**src/rtl/matrix_ctrl_fsm.sv**
```systemverilog
// Top-level sequencer for the matrix calculator: state, latched operation and datapath start pulses.
// Optional S9 timeout enabled by defining MATRIX_WAIT_TIMEOUT_EN.
module matrix_ctrl_fsm #(
    parameter int unsigned CLK_HZ   = 100_000_000,
    parameter int unsigned WAIT_SEC = 10
) (
    input  logic       clk,
    input  logic       rst_n,
    input  logic       btn_confirm,
    input  logic       btn_back,
    input  logic [2:0] sw_mode,
    input  logic [3:0] sw_op,
    input  logic       input_done,
    input  logic       gen_done,
    input  logic       store_done,
    input  logic       compute_done,
    input  logic       dim_err,
    output logic [3:0] state,
    output logic [3:0] op_type,
    output logic       input_start,
    output logic       gen_start,
    output logic       store_start,
    output logic       compute_start
);

    typedef enum logic [3:0] {
        S_IDLE    = 4'd0,
        S_MENU    = 4'd1,
        S_INPUT   = 4'd2,
        S_GEN     = 4'd3,
        S_DISPLAY = 4'd4,
        S_COMPUTE = 4'd5,
        S_ERROR   = 4'd6,
        S_STORE   = 4'd7,
        S_SELECT  = 4'd8,
        S_WAIT    = 4'd9
    } state_t;

    state_t     state_q, state_d;
    logic [3:0] op_q, op_d;
    logic       op_onehot_c;
    logic       timeout_c;

`ifdef MATRIX_WAIT_TIMEOUT_EN
    localparam int unsigned WAIT_CYCLES = CLK_HZ * WAIT_SEC;
    localparam int unsigned TIMER_W     = (WAIT_CYCLES > 1) ? $clog2(WAIT_CYCLES) : 1;

    logic [TIMER_W-1:0] timer_q;

    assign timeout_c = (timer_q == TIMER_W'(WAIT_CYCLES - 1));

    // Dwell counter: runs only while staying in S9, zero everywhere else
    always_ff @(posedge clk or negedge rst_n) begin
        if (!rst_n) begin
            timer_q <= '0;
        end else if (state_q == S_WAIT && state_d == S_WAIT) begin
            timer_q <= timer_q + TIMER_W'(1);
        end else begin
            timer_q <= '0;
        end
    end
`else
    assign timeout_c = 1'b0;
`endif

    assign op_onehot_c = (sw_op != 4'd0) && ((sw_op & (sw_op - 4'd1)) == 4'd0);

    // Next-state and operation latch
    always_comb begin
        state_d = state_q;
        op_d    = op_q;
        case (state_q)
            S_IDLE: begin
                if (btn_confirm) state_d = S_MENU;
            end
            S_MENU: begin
                if (btn_back) begin
                    state_d = S_IDLE;
                end else if (btn_confirm) begin
                    case (sw_mode)
                        3'b001:  state_d = S_INPUT;
                        3'b010:  state_d = S_GEN;
                        3'b100:  state_d = S_SELECT;
                        default: state_d = S_ERROR;
                    endcase
                end
            end
            S_INPUT: begin
                if (btn_back)        state_d = S_MENU;
                else if (input_done) state_d = S_STORE;
            end
            S_GEN: begin
                if (gen_done) state_d = S_STORE;
            end
            S_STORE: begin
                if (store_done) state_d = S_DISPLAY;
            end
            S_DISPLAY, S_ERROR: begin
                if (btn_confirm || btn_back) state_d = S_MENU;
            end
            S_SELECT: begin
                if (btn_back) begin
                    state_d = S_MENU;
                end else if (btn_confirm) begin
                    if (op_onehot_c) begin
                        op_d    = sw_op;
                        state_d = S_COMPUTE;
                    end else begin
                        state_d = S_ERROR;
                    end
                end
            end
            S_COMPUTE: begin
                if (dim_err)           state_d = S_WAIT;
                else if (compute_done) state_d = S_DISPLAY;
            end
            S_WAIT: begin
                if (btn_back)         state_d = S_MENU;
                else if (btn_confirm) state_d = S_SELECT;
                else if (timeout_c)   state_d = S_MENU;
            end
            default: state_d = S_IDLE;
        endcase
        if (state_d == S_IDLE) op_d = 4'd0;
    end

    // State, operation and entry-only start pulses
    always_ff @(posedge clk or negedge rst_n) begin
        if (!rst_n) begin
            state_q       <= S_IDLE;
            op_q          <= 4'd0;
            input_start   <= 1'b0;
            gen_start     <= 1'b0;
            store_start   <= 1'b0;
            compute_start <= 1'b0;
        end else begin
            state_q       <= state_d;
            op_q          <= op_d;
            input_start   <= (state_d == S_INPUT)   && (state_q != S_INPUT);
            gen_start     <= (state_d == S_GEN)     && (state_q != S_GEN);
            store_start   <= (state_d == S_STORE)   && (state_q != S_STORE);
            compute_start <= (state_d == S_COMPUTE) && (state_q != S_COMPUTE);
        end
    end

    assign state   = state_q;
    assign op_type = op_q;

endmodule

```
**config.mk**
```make
export PLATFORM = sky130hd
export DESIGN_NAME = matrix_ctrl_fsm
export DESIGN_NICKNAME = d
export VERILOG_FILES = /design/src/rtl/matrix_ctrl_fsm.sv
export SDC_FILE = /design/constraint.sdc
export NUM_CORES = 1
export LEC_CHECK = 0
export BUFFER_PORTS_ARGS = -buffer_cell sky130_fd_sc_hd__buf_4
export CAP_MARGIN = 20
export CORE_ASPECT_RATIO = 0.9
export CORE_UTILIZATION = 36
export CTS_BUF_LIST = sky130_fd_sc_hd__clkbuf_8
export DETAILED_ROUTE_END_ITERATION = 6
export GPL_TIMING_DRIVEN = 1
export PLACE_DENSITY = 0.71
export SETUP_SLACK_MARGIN = 0.1
export SYNTH_ARGS = -nofsm -noshare
export SYNTH_HDL_FRONTEND = slang
export SYNTH_SLANG_ARGS = --single-unit
```
**constraint.sdc**
```tcl
create_clock -name clk -period 1.89 [get_ports clk]
set_input_delay 0.189 -clock clk [delete_from_list [all_inputs] [get_ports clk]]
set_output_delay 0.189 -clock clk [all_outputs]
set_load 0.01 [all_outputs]
```
## After elaboration in Yosys (flattened, before gate mapping)

Index checks and enable logic that the tools add are counted.
W data, S select, Z words.

| word-level totals | value |
|---|---|
| register bits | 12 |
| input port bits | 16 |
| output and inout bits | 12 |
| word-level logic and storage cells | 66 |

| operators by class | value |
|---|---|
| $add $sub $neg | 1 |
| equality and inequality tests | 21 |
| muxes and demuxes | 22 |
| bitwise operators | 1 |
| reductions and logical operators | 15 |

Operator list:

| operator | number |
|---|---|
| $mux W4 | 19 |
| $pmux W4 S9 | 1 |
| $eq A4 B3 Y1 const B | 6 |
| $eq A4 B2 Y1 const B | 4 |
| $logic_not A4 Y1 | 3 |
| $pmux W4 S3 | 1 |
| $eq A4 B4 Y1 const B | 2 |
| $ne A4 B2 Y1 const B | 2 |
| $ne A4 B3 Y1 const B | 2 |
| $reduce_bool A2 Y1 | 3 |
| $logic_and A1 B1 Y1 | 5 |
| $and A4 B4 Y4 | 1 |
| $eq A4 B1 Y1 const B | 1 |
| $reduce_and A4 Y1 | 1 |
| $reduce_bool A4 Y1 | 1 |
| $sub A4 B1 Y4 const B | 1 |
| $eq A3 B1 Y1 const B | 1 |
| $eq A3 B2 Y1 const B | 1 |
| $eq A3 B3 Y1 const B | 1 |
| $mux W2 | 1 |
| $ne A2 B1 Y1 const B | 1 |
| $reduce_or A2 Y1 | 1 |
| $logic_or A1 B1 Y1 | 1 |

## Logic depth before layout (Yosys ltp)

| depth | value |
|---|---|
| depth in word-level cells | 11 |
| mapped depth | 8 |

## Least setup slack after synthesis

Ideal clock, no wire load.

| timing path | value |
|---|---|
| path kind | flip-flop to flip-flop |
| start | register state_q[1] (netlist: state[1]) |
| end | register op_q[0] (netlist: op_type[0]) |
| arrival | 1692 ps |
| data required time | 1751 ps |
| setup slack | 59 ps |
| cell stages (with the launch flop) | 8 |
| path buffers | 1 |
| clock period less this slack | 1831 ps |
| path through | dfrtp_1 > buf_6 > and3b_1 > o211a_1 > a311oi_2 > nand3b_2 > nor3b_4 > a21oi_1 |

| on the way | value |
|---|---|
| cells in the longest elaborated chain, start to end | 6 |
| elaborated cells between the ends (all ways) | 33 |

RTL lines:

| element | RTL line | source |
|---|---|---|
| start: declaration | 39 | `state_t state_q, state_d;` |
| start signal: assignment | 137 | `state_q <= state_d;` |
| $eq A4 B3 Y1, or another cell as far along | 72 | `case (state_q)` |
| $reduce_or A2 Y1, or another cell as far along | 72 |  |
| $pmux W4 S9 | 72 |  |
| $logic_not A4 Y1 | 124 | `if (state_d == S_IDLE) op_d = 4'd0;` |
| $ne A2 B1 Y1 (no source line) / $reduce_bool A2 Y1 (equally long branches) | n/a |  |
| $reduce_and A4 Y1 (no source line) | n/a |  |
| end signal: assignment | 138 | `op_q <= op_d;` |
| end: declaration | 40 | `logic [3:0] op_q, op_d;` |

Several ways; a longest one is shown, not always the timed one.
A chain may end at the register's enable or synchronous reset.

## Final worst setup path

| timing path | value |
|---|---|
| start | register state_q[1] (netlist: state[1]) |
| end | register input_start |

| on the way | value |
|---|---|
| cells in the longest elaborated chain, start to end | 5 |
| elaborated cells between the ends (all ways) | 29 |

RTL lines:

| element | RTL line | source |
|---|---|---|
| $eq A4 B3 Y1 | 72 |  |
| $reduce_or A2 Y1 | 72 |  |
| $pmux W4 S9 * | 72 |  |
| via state_d[0] | 39 |  |
| $eq A4 B2 Y1 * | 139 | `input_start <= (state_d == S_INPUT) && (state_q != S_INPUT);` |
| $logic_and A1 B1 Y1 * | 139 |  |
| end signal: assignment | 139 |  |
| end: declaration | 20 | `output logic input_start,` |

The timed path passes the listed nets; every way through them passes the cells marked *.

==> metrics.md <==
| Metric | Value |
|---|---|
| Worst setup EP type | register |
| Avg Cell Area, Syn | 9.95 um2 |
| Number of buffers added on ports | 27 |
| Register area share after synthesis | 30.8% |
| Area used by multi-input combinational logic | 638 um2 |
| Worst slew pin tran | 520 ps |
| H-tree depth | 1 |
| Reg clk slew, reported paths | 50 ps |
| Clock Latency Late Sink | 240 ps |
| Final setup viols | 4 |
| # DRC | 0 |
| # IOs | 28 |
| Buf/Inv on CP | 3 |
| Synthesized Nets | 114 |
| Leak Pwr | 0.687 nW |
| Row count | 17 |
| Max incr delay on CP | 420 ps |
| Sequential cell area | 304 um2 |
| RSZ-0062 raised after global routing | yes |
| WP data required | 2030 ps |
| Routed via count | 968 |
| Core area | 0.00251 mm2 |
| GR Overflow Total | 0 |
| Period utilization | 102% |
| Max Fclk | 521 MHz |
| Num CTS Buffers | 3 |
| Max Slew Vio Count | 0 |
| Total Nets Final | 162 |
| Hold_ws | 225 ps |
| Final Non-Filler Cells | 173 |
| Layout cell share with drive strength beyond 1 | 53.1% |
| Sink Count | 12 |
| Initial Utilization | 38.8% |
| Setup crit start kind | register |
| Arr. time, crit path | 2060 ps |
| Critical path class | register to register |
| Cell taking the most area after synthesis | dfrtp_1 |
| Failing checks | setup timing |
| Status | complete, but fails checks |
| Vias per std cell | 5.60 |
| Critical path fanouts, max | 5 |
| Die Y | 51.4 um |
| Worst Skew | 0.516 ps |
| Max-slew headroom | 64.8% |
| Unique masters post-synth | 51 |
| Async S/R FF share, synth | 100% |
| Antenna violations before repair | 0 |
| Critical-path cell list | buf_4 > nand2_2 > a211oi_2 > buf_4 > a221oi_2 > o211ai_4 > nor2b_4 > inv_2 > nor4_2 |
| Final hold viol count | 0 |
| PnR worst setup slack | -30.1 ps |
| Sum Neg Setup Slack | -81.8 ps |
| Min-Delay Path Depth | 3 |
| Final Cell Area | 0.00143 mm2 |
| Largest net degree at the start of global routing | 13 |
| MaxCap Viol Count | 0 |
| Placed insts | 158 |
| Post-Route WL | 2.84 mm |
| RePlAce Congestion | 0.846 |
| CP max-delay cell | dfrtp_2 |
| Clock Root Buffer | clkbuf_8 |
| Dpl hpwl | 1.90 mm |
| Fillers | 217 |
| Pre-CTS setup slack | -16.1 ps |
| Vias in the first global route | 941 |
| CTS tree | done |
| Area Overhead vs Synth | 46.6% |
| #FFs+latches synth | 12 |
| Reg2reg path depth | 9 |
| Power density over cell area | 1340 mW/mm2 |
| EDFF count, synth | 0 |
| ANT nets after route | 0 |
| Full die area | 0.00292 mm2 |
| TritonRoute pass-1 iters | 4 |
| Synth warnings | 0 |
| Routed length per instance | 16.4 um |
| Most frequent CP cell | buf_4 |
| First-pass GRT wire length | 4.36 mm |
| DRT iter0 DRCs | 27 |
| Die width | 56.8 um |
| Hold WC Path Type | input port to register |
| Post-synth top flop | dfrtp_1 |
| Synth Cell Area | 975 um2 |
| Deepest clock path buffer count | 2 |
| N_diodes | 0 |
| Total track usage | 20.1% |
| Top Family by Delay on Critical Path | simple AND/OR/NAND/NOR gates |
| Post-DP Area | 0.00124 mm2 |
| Top cell type's share of synthesized area | 30.8% |
| Ranking of synthesized cells by area | dfrtp_1, mux2i_1, nand2_1, xor2_1, a21oi_1 |
| Tmin final | 1920 ps |
| Peak VDD IR | 0.000860 V |
| Stages on the worst setup path | 9 |
| Synthesized instance count | 98 |
## logic make-up after synthesis
family	after synthesis	synth area share, %
mux	5	5.13
flops	12	30.8
compound gates	26	24.3
xor+xnor	3	2.70
simple gates	41	29.7
buf+inv	11	7.44
## sequential cells by signal, indices dropped and copies added (netlist names)
name / flops
input_start: 1
gen_start: 1
op_type: 4
state: 4
store_start: 1
compute_start: 1
## per-layer routing
| metal | up-vias | part of all wire, % | GRT usage, % |
|---|---|---|---|
| li1 | 461 | - | - |
| met1 | 469 | 41 | 23.5 |
| met2 | 32 | 52 | 36.1 |
| met3 | 6 | 5.2 | 3.04 |
| met4 | 0 | 2.0 | 9.76 |
| met5 | - | 0 | 0 |
## stage by stage
step / total power [W] / utilization, %
floorplan: 0.00109 / -
global placement: 0.00136 / 49.5
detailed placement: 0.00139 / 49.5
CTS: 0.00178 / 54.5
global route: 0.00204 / 56.9
finish: 0.00192 / 56.9
## power by group
group	total [W]	switching [W]	internal, W
logic	0.00123	0.000623	0.000608
clock network	0.000282	0.0000979	0.000184
registers	0.000404	0.0000783	0.000325
## worst paths after layout
kind / from / to / slack, ps
hold / removal: dim_err / state[3] / 220
hold reg to reg: op_type[0] / op_type[0] / 560
min in group asynchronous: rst_n / store_start / 320
max in group asynchronous: rst_n / state[2] / 1390
setup reg to reg: state[1] / input_start / -30
setup / recovery: state[1] / input_start / -30
## cell usage after synthesis (2+ instances only)
master    instances
a21oi_1           5
and3_1            2
buf_6             2
dfrtp_1          12
inv_1             4
mux2i_1           5
nand2_1           7
nand2b_1          3
nor2_1            6
nor3_1            3
nor3b_1           3
nor4_1            2
o21ai_0           4
xor2_1            3
## area by class of cell
cell class	count	area share (%)
flip-flops and latches	12	21.3
well taps	28	2.45
multi-input cells	75	44.7
repair buffers	49	26.4
clock buffers	4	3.85
inverters	5	1.31
## cells in the final DEF (no fill, tap or decap), types with 2 or more instances in the layout
cell type	synthesis	final
dfrtp_1	12	9
buf_4	1	46
nor3_1	3	2
clkbuf_8	1	4
nand2b_1	3	3
dfrtp_2	0	3
nor3b_1	3	3
mux2i_1	5	5
and3_1	2	2
nand2_1	7	7
buf_6	2	2
inv_1	4	4
a21oi_1	5	5
nor2_1	6	5
nor4_2	1	2
o21ai_0	4	4
xor2_1	3	3
## worst min-delay path: cells and delay by family
kind | cells | cell delay [ps]
buffers and inverters | 1 | 90
and+or+nand+nor | 1 | 90
AOI/OAI and AO/OA | 1 | 50
## timing repair
item	CTS	global route
setup endpoints to repair	8	8
resized for setup	6	8
pin swaps	3	1
hold endpoints to repair	12	0
setup buffers	6	4
hold buffers	1	0
Power figures use the tool's default switching activity.
